File: config.mk
export PLATFORM = sky130hd
export DESIGN_NAME = mole_scheduler
export DESIGN_NICKNAME = d
export VERILOG_FILES = /design/src/rtl/mole_scheduler.sv
export SDC_FILE = /design/constraint.sdc
export NUM_CORES = 1
export LEC_CHECK = 0
export CAP_MARGIN = 20
export CORE_MARGIN = 2
export CORE_UTILIZATION = 45
export DETAILED_ROUTE_END_ITERATION = 8
export PLACE_DENSITY = 0.71
export SETUP_SLACK_MARGIN = 0.02
export SLEW_MARGIN = 25
export SYNTH_ARGS = -nofsm -noshare
export SYNTH_HDL_FRONTEND = slang
export SYNTH_SLANG_ARGS = --single-unit
File: constraint.sdc
create_clock -name clk -period 3.95 [get_ports clk]
set_input_delay 0.395 -clock clk [delete_from_list [all_inputs] [get_ports clk]]
set_output_delay 0.395 -clock clk [all_outputs]
set_load 0.03 [all_outputs]
File: src/rtl/mole_scheduler.sv
// Mole scheduler: times the random gap before each pop-up, chooses the mole, runs the
// level-dependent hit window and reports each outcome as a one-cycle hit or miss pulse.
module mole_scheduler #(
    parameter int unsigned N_MOLES   = 4,
    parameter int unsigned TW        = 29,
    parameter int unsigned GAP_MIN   = 100_000_000,
    parameter int unsigned GAP_LOG2  = 27,
    parameter int unsigned WIN_BASE  = 100_000_000,
    parameter int unsigned WIN_STEP  = 2_000_000,
    parameter int unsigned WIN_MIN   = 25_000_000,
    parameter logic [31:0] LFSR_SEED = 32'hACE1_1DEA
) (
    input  logic               clk,
    input  logic               reset_n,
    input  logic               enable,
    input  logic [5:0]         level,
    input  logic [N_MOLES-1:0] btn_rise,
    output logic [N_MOLES-1:0] mole,
    output logic               hit,
    output logic               miss,
    output logic [1:0]         phase
);

    localparam int unsigned WW        = TW + 6;
    localparam logic [31:0] LFSR_TAPS = 32'h8020_0003;

    typedef enum logic [1:0] {
        PH_IDLE = 2'b00,
        PH_GAP  = 2'b01,
        PH_UP   = 2'b10
    } phase_e;

    phase_e             phase_q, phase_d;
    logic [N_MOLES-1:0] mole_q, mole_d;
    logic               hit_q, hit_d;
    logic               miss_q, miss_d;
    logic [31:0]        lfsr_q, lfsr_d;
    logic [1:0]         prev_q, prev_d;
    logic [TW-1:0]      gap_q, gap_d;
    logic [TW-1:0]      win_q, win_d;

    logic [TW-1:0]      gap_load;
    logic [WW-1:0]      win_prod;
    logic [TW-1:0]      win_load;
    logic [1:0]         cand;
    logic [1:0]         idx;
    logic [N_MOLES-1:0] idx_onehot;
    logic               correct_press;

    // Draws for the next gap, the next mole and the window length at the current level
    always_comb begin
        lfsr_d        = lfsr_q[0] ? ((lfsr_q >> 1) ^ LFSR_TAPS) : (lfsr_q >> 1);
        gap_load      = TW'(GAP_MIN) + TW'(lfsr_q[GAP_LOG2-1:0]);
        win_prod      = WW'(level) * WW'(WIN_STEP);
        win_load      = ((win_prod + WW'(WIN_MIN)) >= WW'(WIN_BASE))
                        ? TW'(WIN_MIN) : TW'(WW'(WIN_BASE) - win_prod);
        cand          = lfsr_q[1:0];
        idx           = (cand == prev_q) ? cand + 2'd1 : cand;
        idx_onehot    = N_MOLES'(1) << idx;
        correct_press = (btn_rise == mole_q);
    end

    always_ff @(posedge clk or negedge reset_n) begin
        if (!reset_n) begin
            phase_q <= PH_IDLE;
            mole_q  <= '0;
            hit_q   <= 1'b0;
            miss_q  <= 1'b0;
            lfsr_q  <= LFSR_SEED;
            prev_q  <= 2'd0;
            gap_q   <= '0;
            win_q   <= '0;
        end else begin
            phase_q <= phase_d;
            mole_q  <= mole_d;
            hit_q   <= hit_d;
            miss_q  <= miss_d;
            lfsr_q  <= lfsr_d;
            prev_q  <= prev_d;
            gap_q   <= gap_d;
            win_q   <= win_d;
        end
    end

    always_comb begin
        phase_d = phase_q;
        mole_d  = mole_q;
        hit_d   = 1'b0;
        miss_d  = 1'b0;
        prev_d  = prev_q;
        gap_d   = gap_q;
        win_d   = win_q;
        if (!enable) begin
            // Leaving gameplay discards any pending mole silently
            phase_d = PH_IDLE;
            mole_d  = '0;
        end else begin
            case (phase_q)
                PH_IDLE: begin
                    phase_d = PH_GAP;
                    gap_d   = gap_load;
                end
                PH_GAP: begin
                    if (gap_q == '0) begin
                        phase_d = PH_UP;
                        mole_d  = idx_onehot;
                        prev_d  = idx;
                        win_d   = win_load;
                    end else begin
                        gap_d = gap_q - TW'(1);
                    end
                end
                PH_UP: begin
                    if ((btn_rise != '0) || (win_q == '0)) begin
                        hit_d   = correct_press;
                        miss_d  = !correct_press;
                        mole_d  = '0;
                        phase_d = PH_GAP;
                        gap_d   = gap_load;
                    end else begin
                        win_d = win_q - TW'(1);
                    end
                end
                default: begin
                    phase_d = PH_IDLE;
                    mole_d  = '0;
                end
            endcase
        end
    end

    assign mole  = mole_q;
    assign hit   = hit_q;
    assign miss  = miss_q;
    assign phase = phase_q;

endmodule

==> run_results.csv, run 1 <==
group,metric,value,unit
critical_path,cp-end-kind,"flip-flop",
pwr,power_density,598,mW/mm²
global_routing,grt_use_total,21.8,%
synthesis,avgSynthCellArea,8.82,µm²
die,rows,46,
finish,syn_to_final_growth,29.5,%
status,run_status,"finished, violations left",
critical_path,path_class,"input pin to flip-flop",
timing,finalWorstSetupSlack,-0.0575,ns
hold_path,hp-class,"input pin to asynchronous set/reset pin",
pwr,total_power,5570,µW
cts,clk_latency,0.35,ns
placement,dp_hpwl,12800,µm
placement,gp_congestion,0.810,
timing,relSlewSlack,51.1,%
cts,cts.clk_slew.worst_paths,0.07,ns
timing,drv_slew,0,
critical_path,path_cells,"buf_8 > fa_1 > fa_1 > inv_2 > fa_1 > inv_2 > ha_4 > a21o_1 > o311a_4 > a21oi_4 > a21boi_2 > a41o_1 > o21ai_2 > a21oi_4 > nor3_4 > a221o_1",
synthesis,synth_top_area_share,28.9,%
critical_path,r2r-start,"gap_q[0]$_DFFE_PN0P_",
critical_path,critPathTopFamily,"adder cells",
synthesis,syn_inst,816,
die,die_area,0.0170,mm²
critical_path,critPathCapture,"win_q[26]$_DFFE_PN0P_",
global_routing,grt_max_degree,46,
die,start_util,45.6,%
critical_path,ff2ff_setup_slack,0.28,ns
critical_path,crit_start,"level[4]",
cts,cts.path.max_buffers,2,
timing,hold_violations,0,
placement,numPortBuffers,20,
synthesis,ys.flop_type,"dfrtp_1",
critical_path,critPathBufInv,3,
timing,final.period_utilization,101,%
critical_path,cp_max_fo,4,
finish,drive_gt1_share,27.5,%
routing,drtIter0Drc,365,
cts,cts-root-buf,"clkbuf_16",
critical_path,arrival,4.24,ns
routing,wl_per_cell,15.8,µm
timing,period_minus_slack,4.01,ns
synthesis,synthTopCellsByArea,"dfrtp_1 29%, ha_1 8.3%, dfstp_2 6.2%",
cts,cts_tree,"built",
critical_path,critPathRequiredTime,4.18,ns
timing,final-setup-viol-count,5,
finish,layout.nets,1021,
synthesis,syn_area,0.00720,mm²
synthesis,synth_warnings,0,
die,fp.dieH,130,µm
routing,post-route-drc-count,0,
finish,diodes,0,
timing,rsz0062_at_grt,"true",
routing,viasPerCell,5.73,
synthesis,synth_cell_type_count,71,
routing,ant_nets,0,
global_routing,antenna_found_initial,0,
critical_path,cpPeakStageDelay,0.57,ns
die,io_pins,21,
synthesis,synth_area_leader_cell,"dfrtp_1",
routing,dr.pass1.iters,5,
timing,tightest_slew,0.734,ns
critical_path,slowest_stage,"fa_1",
global_routing,overflow,0,
synthesis,synth_edf_count,0,
flow_run,maxCapViolCount,0,
critical_path,cp_common_cell,"fa_1",
synthesis,syn_nets,887,
pwr,p_leak,0.00393,µW
routing,vias,6708,
status,failed_checks,"negative setup slack",
die,fp.dieW,130,µm
timing,timing.fmax,0.250,GHz
cts,cts_buffers,9,
critical_path,path_depth,16,
routing,totalWireLength,18500,µm
cts,htree_levels,3,
die,core_area,0.0158,mm²
cts,clock-sinks,100,
synthesis,async_flop_share,100,%
global_routing,first_global_vias,6360,
placement,pre_cts_ws,-1.00,ns
timing,skew,0.00718,ns
global_routing,grt_pass1_wl,29900,µm
synthesis,ys_ff_latch,100,
critical_path,startpoint_type,"input pin",
synthesis,synth_seq_area_share,35.1,%
pwr,ir_drop,324,µV
critical_path,r2r_cells,14,
critical_path,r2r_end,"win_q[24]$_DFFE_PN0P_",
cells in the mapped netlist, drive strengths merged, types with 4 or more instances:
cell and n:
dfrtp 83, o21ai 63, a21oi 62, nand2 54, nor2 53, inv 50
ha 48, nand3 40, xnor2 38, nor3 33, o22ai 26, xor2 20
dfstp 17, clkbuf 16, nor4 16, buf 15, fa 10, and2 9
nand4 9, or3 9, or4 9, a21o 8, a211oi 7, a21boi 7
nor3b 7, o221ai 7, a31o 6, a31oi 6, nand2b 6, o31ai 6
a22oi 5, and3 5, o211ai 5, o21a 5, or2 5, a221o 4
a221oi 4, nor2b 4, o41ai 4
worst reg2reg max path: cells and delay by family (launching register included):
kind	cells	cell delay, ns
buffers and inverters	3	0.54
AOI/OAI and AO/OA	3	0.57
adders and majority gates	1	0.18
and+or+nand+nor	7	1.85
DFF	1	0.39
where the power goes:
group | switching (µW) | leakage, µW | internal [µW]
logic | 1680 | 0.00258 | 1520
registers | 255 | 0.00121 | 1250
clock network | 430 | 0.000140 | 444
total | 2360 | 0.00393 | 3210
cells by family (layout without fill, tap and decap cells):
| logic type | count (synthesis) | count (layout) | synth area share (%) |
|---|---|---|---|
| AND/OR/NAND/NOR | 269 | 269 | 19.3 |
| AO/OA/AOI/OAI | 245 | 245 | 21.6 |
| flip-flops | 100 | 100 | 35.1 |
| buffers and inverters | 81 | 220 | 4.99 |
| adder cells (fa/ha/maj) | 59 | 59 | 11.3 |
| XOR/XNOR | 58 | 58 | 7.16 |
| multiplexers | 4 | 4 | 0.591 |
layout make-up:
class / count / area [µm²]
fillers: 1333 / 6450
multi-input cells: 635 / 4790
flip-flops and latches: 100 / 2520
repair buffers: 154 / 1260
well taps: 216 / 270
clock buffers: 9 / 225
inverters: 50 / 188
clock inverters: 7 / 62.6
layer usage:
| layer | part of all wire (%) | GRT usage (%) | vias up | wire length (µm) |
|---|---|---|---|---|
| met3 | 4.3 | 3.46 | 37 | 788 |
| met2 | 46 | 35.4 | 173 | 8590 |
| li1 | - | - | 3273 | - |
| met1 | 47 | 30.5 | 3225 | 8770 |
| met5 | 0 | 0 | - | 0 |
| met4 | 2.0 | 6.07 | 0 | 367 |
through the flow:
step | hold slack [ns] | std cells | instance area [µm²] | util [%] | setup TNS [ns]
CTS | 0.0694 | 1167 | 9050 | 57.4 | -0.156
global route | 0.0899 | 1171 | 9320 | 59.1 | -2.09
finish | 0.0453 | 1171 | 9320 | 59.1 | -0.139
detailed placement | 0.341 | 1140 | 8440 | 53.5 | -21.20
floorplan | 0.0994 | 816 | 7260 | - | -3.95
global placement | 0.341 | 1140 | 8440 | 53.5 | -19.56
sequential cells by signal, indices dropped and copies added, names as in the netlist:
register / count
mole: 4
prev_q: 2
phase: 2
hit: 1
win_q: 29
miss: 1
gap_q: 29
lfsr_q: 32
cells in the final DEF (no fill, tap or decap), types with 6 or more instances in the layout:
cell,Yosys,final
a21o_1,8,7
a21oi_1,62,55
and2_1,9,7
buf_4,2,128
buf_6,5,10
clkbuf_16,0,9
clkdlybuf4s50_1,0,13
dfrtp_1,83,83
dfstp_2,17,17
fa_1,10,8
ha_1,48,40
ha_4,0,7
inv_1,50,42
inv_2,0,8
nand2_1,54,54
nand3_1,39,37
nand4_1,9,9
nor2_1,53,51
nor3_1,31,29
nor3b_1,7,6
nor4_1,16,12
o21ai_0,54,48
o21ai_1,8,12
o221ai_2,0,6
o22ai_1,26,24
o31ai_1,6,6
or3_1,9,9
or4_1,9,8
xnor2_1,38,36
xor2_1,19,18
worst min path at each step:
stage,depth (start not counted),endpoint,start,slack [ns]
2_1_floorplan,0,gap_q[0]$_DFFE_PN0P_,reset_n,0.1
3_3_place_gp,0,lfsr_q[29]$_DFF_PN1_,lfsr_q[30]$_DFF_PN0_,0.34
3_5_place_dp,0,lfsr_q[27]$_DFF_PN1_,lfsr_q[28]$_DFF_PN0_,0.34
4_1_cts,1,win_q[12]$_DFFE_PN0P_,reset_n,0.07
5_1_grt,1,win_q[12]$_DFFE_PN0P_,reset_n,0.09
6_report,1,win_q[12]$_DFFE_PN0P_,reset_n,0.05
repair_timing:
action                     CTS  global route
hold buffers                 0             0
setup buffers               11             6
gates cloned                 0             0
resized for setup           78            42
pin swaps                   41            37
setup endpoints to repair   23            23
Note: power is estimated with default switching activity, not from simulation.
==> run 2, diff against run 1 <==
Settings changed: CAP_MARGIN 20 to unset, HOLD_SLACK_MARGIN set to 0.1.
==> run 2 against run 1 <==
Net effect:
- the flow still finishes with violations (negative setup slack)
- setup slack got worse by 0.024 ns
- via count barely moved
- die area did not move
- first-iteration DRC count rose by 15%
- clock skew barely moved
- critical endpoint unchanged
- largest power group unchanged
- critical path depth rose by 3
- cell area barely moved
- hold slack improved by 0.31 ns
- fmax fell by 0.60%
- register-to-register slack barely moved
- power fell by 0.76%
==> run_results.csv, run 2 (synthesized netlist as in run 1, its figures left out) <==
group,metric,value,unit
cts,cts.path.max_buffers,2,
timing,rsz0062_at_grt,"true",
global_routing,overflow,0,
die,start_util,45.6,%
pwr,p_leak,0.00395,µW
status,run_status,"finished, violations left",
status,failed_checks,"negative setup slack",
critical_path,cp_max_fo,4,
timing,finalWorstSetupSlack,-0.0816,ns
timing,final-setup-viol-count,8,
timing,hold_violations,0,
timing,skew,0.00694,ns
critical_path,critPathRequiredTime,4.18,ns
timing,drv_slew,0,
die,rows,46,
critical_path,path_cells,"buf_4 > fa_2 > ha_1 > inv_2 > fa_1 > inv_2 > ha_4 > and2_4 > buf_4 > o21ai_1 > a21oi_2 > a221oi_2 > nor4_2 > buf_4 > a21boi_2 > o22ai_2 > a21oi_4 > nor3_4 > a221o_1",
finish,instances_no_fill,1173,
routing,totalWireLength,18400,µm
die,fp.dieH,130,µm
timing,final.period_utilization,102,%
cts,cts-root-buf,"clkbuf_16",
cts,clk_latency,0.35,ns
routing,ant_nets,0,
timing,timing.fmax,0.248,GHz
placement,pre_cts_ws,-1.00,ns
placement,gp_congestion,0.810,
cts,htree_levels,3,
critical_path,cp-end-kind,"flip-flop",
critical_path,cp_common_cell,"buf_4",
routing,post-route-drc-count,0,
finish,reg_top3,"lfsr_q (32), gap_q (29), win_q (29)",
finish,fill_cells,1335,
finish,multi_input_area,0.00479,mm²
finish,regArea,0.00252,mm²
critical_path,cpPeakStageDelay,0.51,ns
placement,numPortBuffers,20,
finish,layout.nets,1023,
critical_path,path_class,"input pin to flip-flop",
global_routing,grt_use_total,21.8,%
flow_run,maxCapViolCount,0,
critical_path,arrival,4.27,ns
die,core_area,0.0158,mm²
global_routing,antenna_found_initial,0,
finish,fin_util,59.1,%
critical_path,startpoint_type,"input pin",
placement,dp_cells,1140,
critical_path,critPathTopFamily,"adder cells",
finish,diodes,0,
finish,top_register,"lfsr_q",
pwr,power_density,594,mW/mm²
hold_path,hp-class,"flip-flop to flip-flop",
cts,cts_tree,"built",
routing,wl_per_cell,15.7,µm
timing,hold_ws,0.358,ns
critical_path,slowest_stage,"fa_1",
critical_path,critPathBufInv,5,
timing,tightest_slew,0.728,ns
finish,largest_reg_flops,32,
placement,dp_hpwl,12800,µm
global_routing,grt_pass1_wl,29900,µm
routing,viasPerCell,5.72,
die,io_pins,21,
global_routing,grt_max_degree,46,
die,die_area,0.0170,mm²
cts,cts_buffers,9,
global_routing,first_global_vias,6355,
routing,drtIter0Drc,418,
pwr,ir_drop,323,µV
cts,cts.clk_slew.worst_paths,0.07,ns
routing,vias,6709,
routing,dr.pass1.iters,5,
finish,final_common_cell,"buf_4",
timing,relSlewSlack,51.5,%
finish,syn_to_final_growth,29.4,%
finish,final_cell_mix,"133 x buf_4, 83 x dfrtp_1, 55 x a21oi_1, 54 x nand2_1, 51 x nor2_1",
cts,clock-sinks,100,
die,fp.dieW,130,µm
timing,period_minus_slack,4.03,ns
finish,drive_gt1_share,27.4,%
[run 2: cell types whose count changed in the layout (fill, tap and decap cells not counted), sizes merged]
cell         change
dlygate4sd3      +1
buf              +1
[run 2: where the power goes]
group	switching (µW)	leakage [µW]	internal (µW)	total (µW)
clock network	430	0.000140	444	874
registers	254	0.00121	1250	1500
logic	1670	0.00259	1480	3150
[run 2: repair_timing]
| action | 4_1_cts | 5_1_grt |
|---|---|---|
| setup buffers | 11 | 7 |
| endpoints found under the hold margin | 37 | 0 |
| resized for setup | 78 | 37 |
| hold buffers | 1 | 0 |
| setup endpoints to repair | 23 | 23 |
| pin swaps | 41 | 34 |
[run 2: area by class of cell]
type | count | share of cell area [%]
Multi-Input combinational cell | 635 | 51.5
Tap cell | 216 | 2.90
Sequential cell | 100 | 27.1
Inverter | 50 | 2.02
Timing Repair Buffer | 156 | 13.4
Clock inverter | 7 | 0.672
Clock buffer | 9 | 2.42
[run 2: final timing paths]
| check | from | to | slack, ns | cells past startpoint |
|---|---|---|---|---|
| worst min register to register | lfsr_q[27]$_DFF_PN1_ | lfsr_q[26]$_DFF_PN1_ | 0.36 | 0 |
| worst max register to register | gap_q[0]$_DFFE_PN0P_ | win_q[24]$_DFFE_PN0P_ | 0.29 | 14 |
| worst min-delay path | lfsr_q[27]$_DFF_PN1_ | lfsr_q[26]$_DFF_PN1_ | 0.36 | 0 |
| worst max-delay path | level[0] | win_q[26]$_DFFE_PN0P_ | -0.08 | 19 |
| min in group asynchronous | reset_n | win_q[12]$_DFFE_PN0P_ | 0.58 | 2 |
| max in group asynchronous | reset_n | lfsr_q[3]$_DFF_PN1_ | 2.50 | 3 |
[run 2: metrics by stage]
stage / total power, µW / setup TNS [ns] / cell area [µm²]
floorplan: 3170 / -3.95 / 7260
global placement: 4070 / -19.56 / 8440
detailed placement: 4130 / -21.20 / 8440
CTS: 5260 / -0.156 / 9060
global route: 5900 / -2.43 / 9310
finish: 5530 / -0.273 / 9310
[run 2: per-layer routing]
metal	global-route usage, %	vias up	wire length, µm
met4	6.07	0	415
li1	-	3282	-
met5	0	-	0
met2	35.3	185	8440
met3	3.46	38	937
met1	30.6	3204	8650
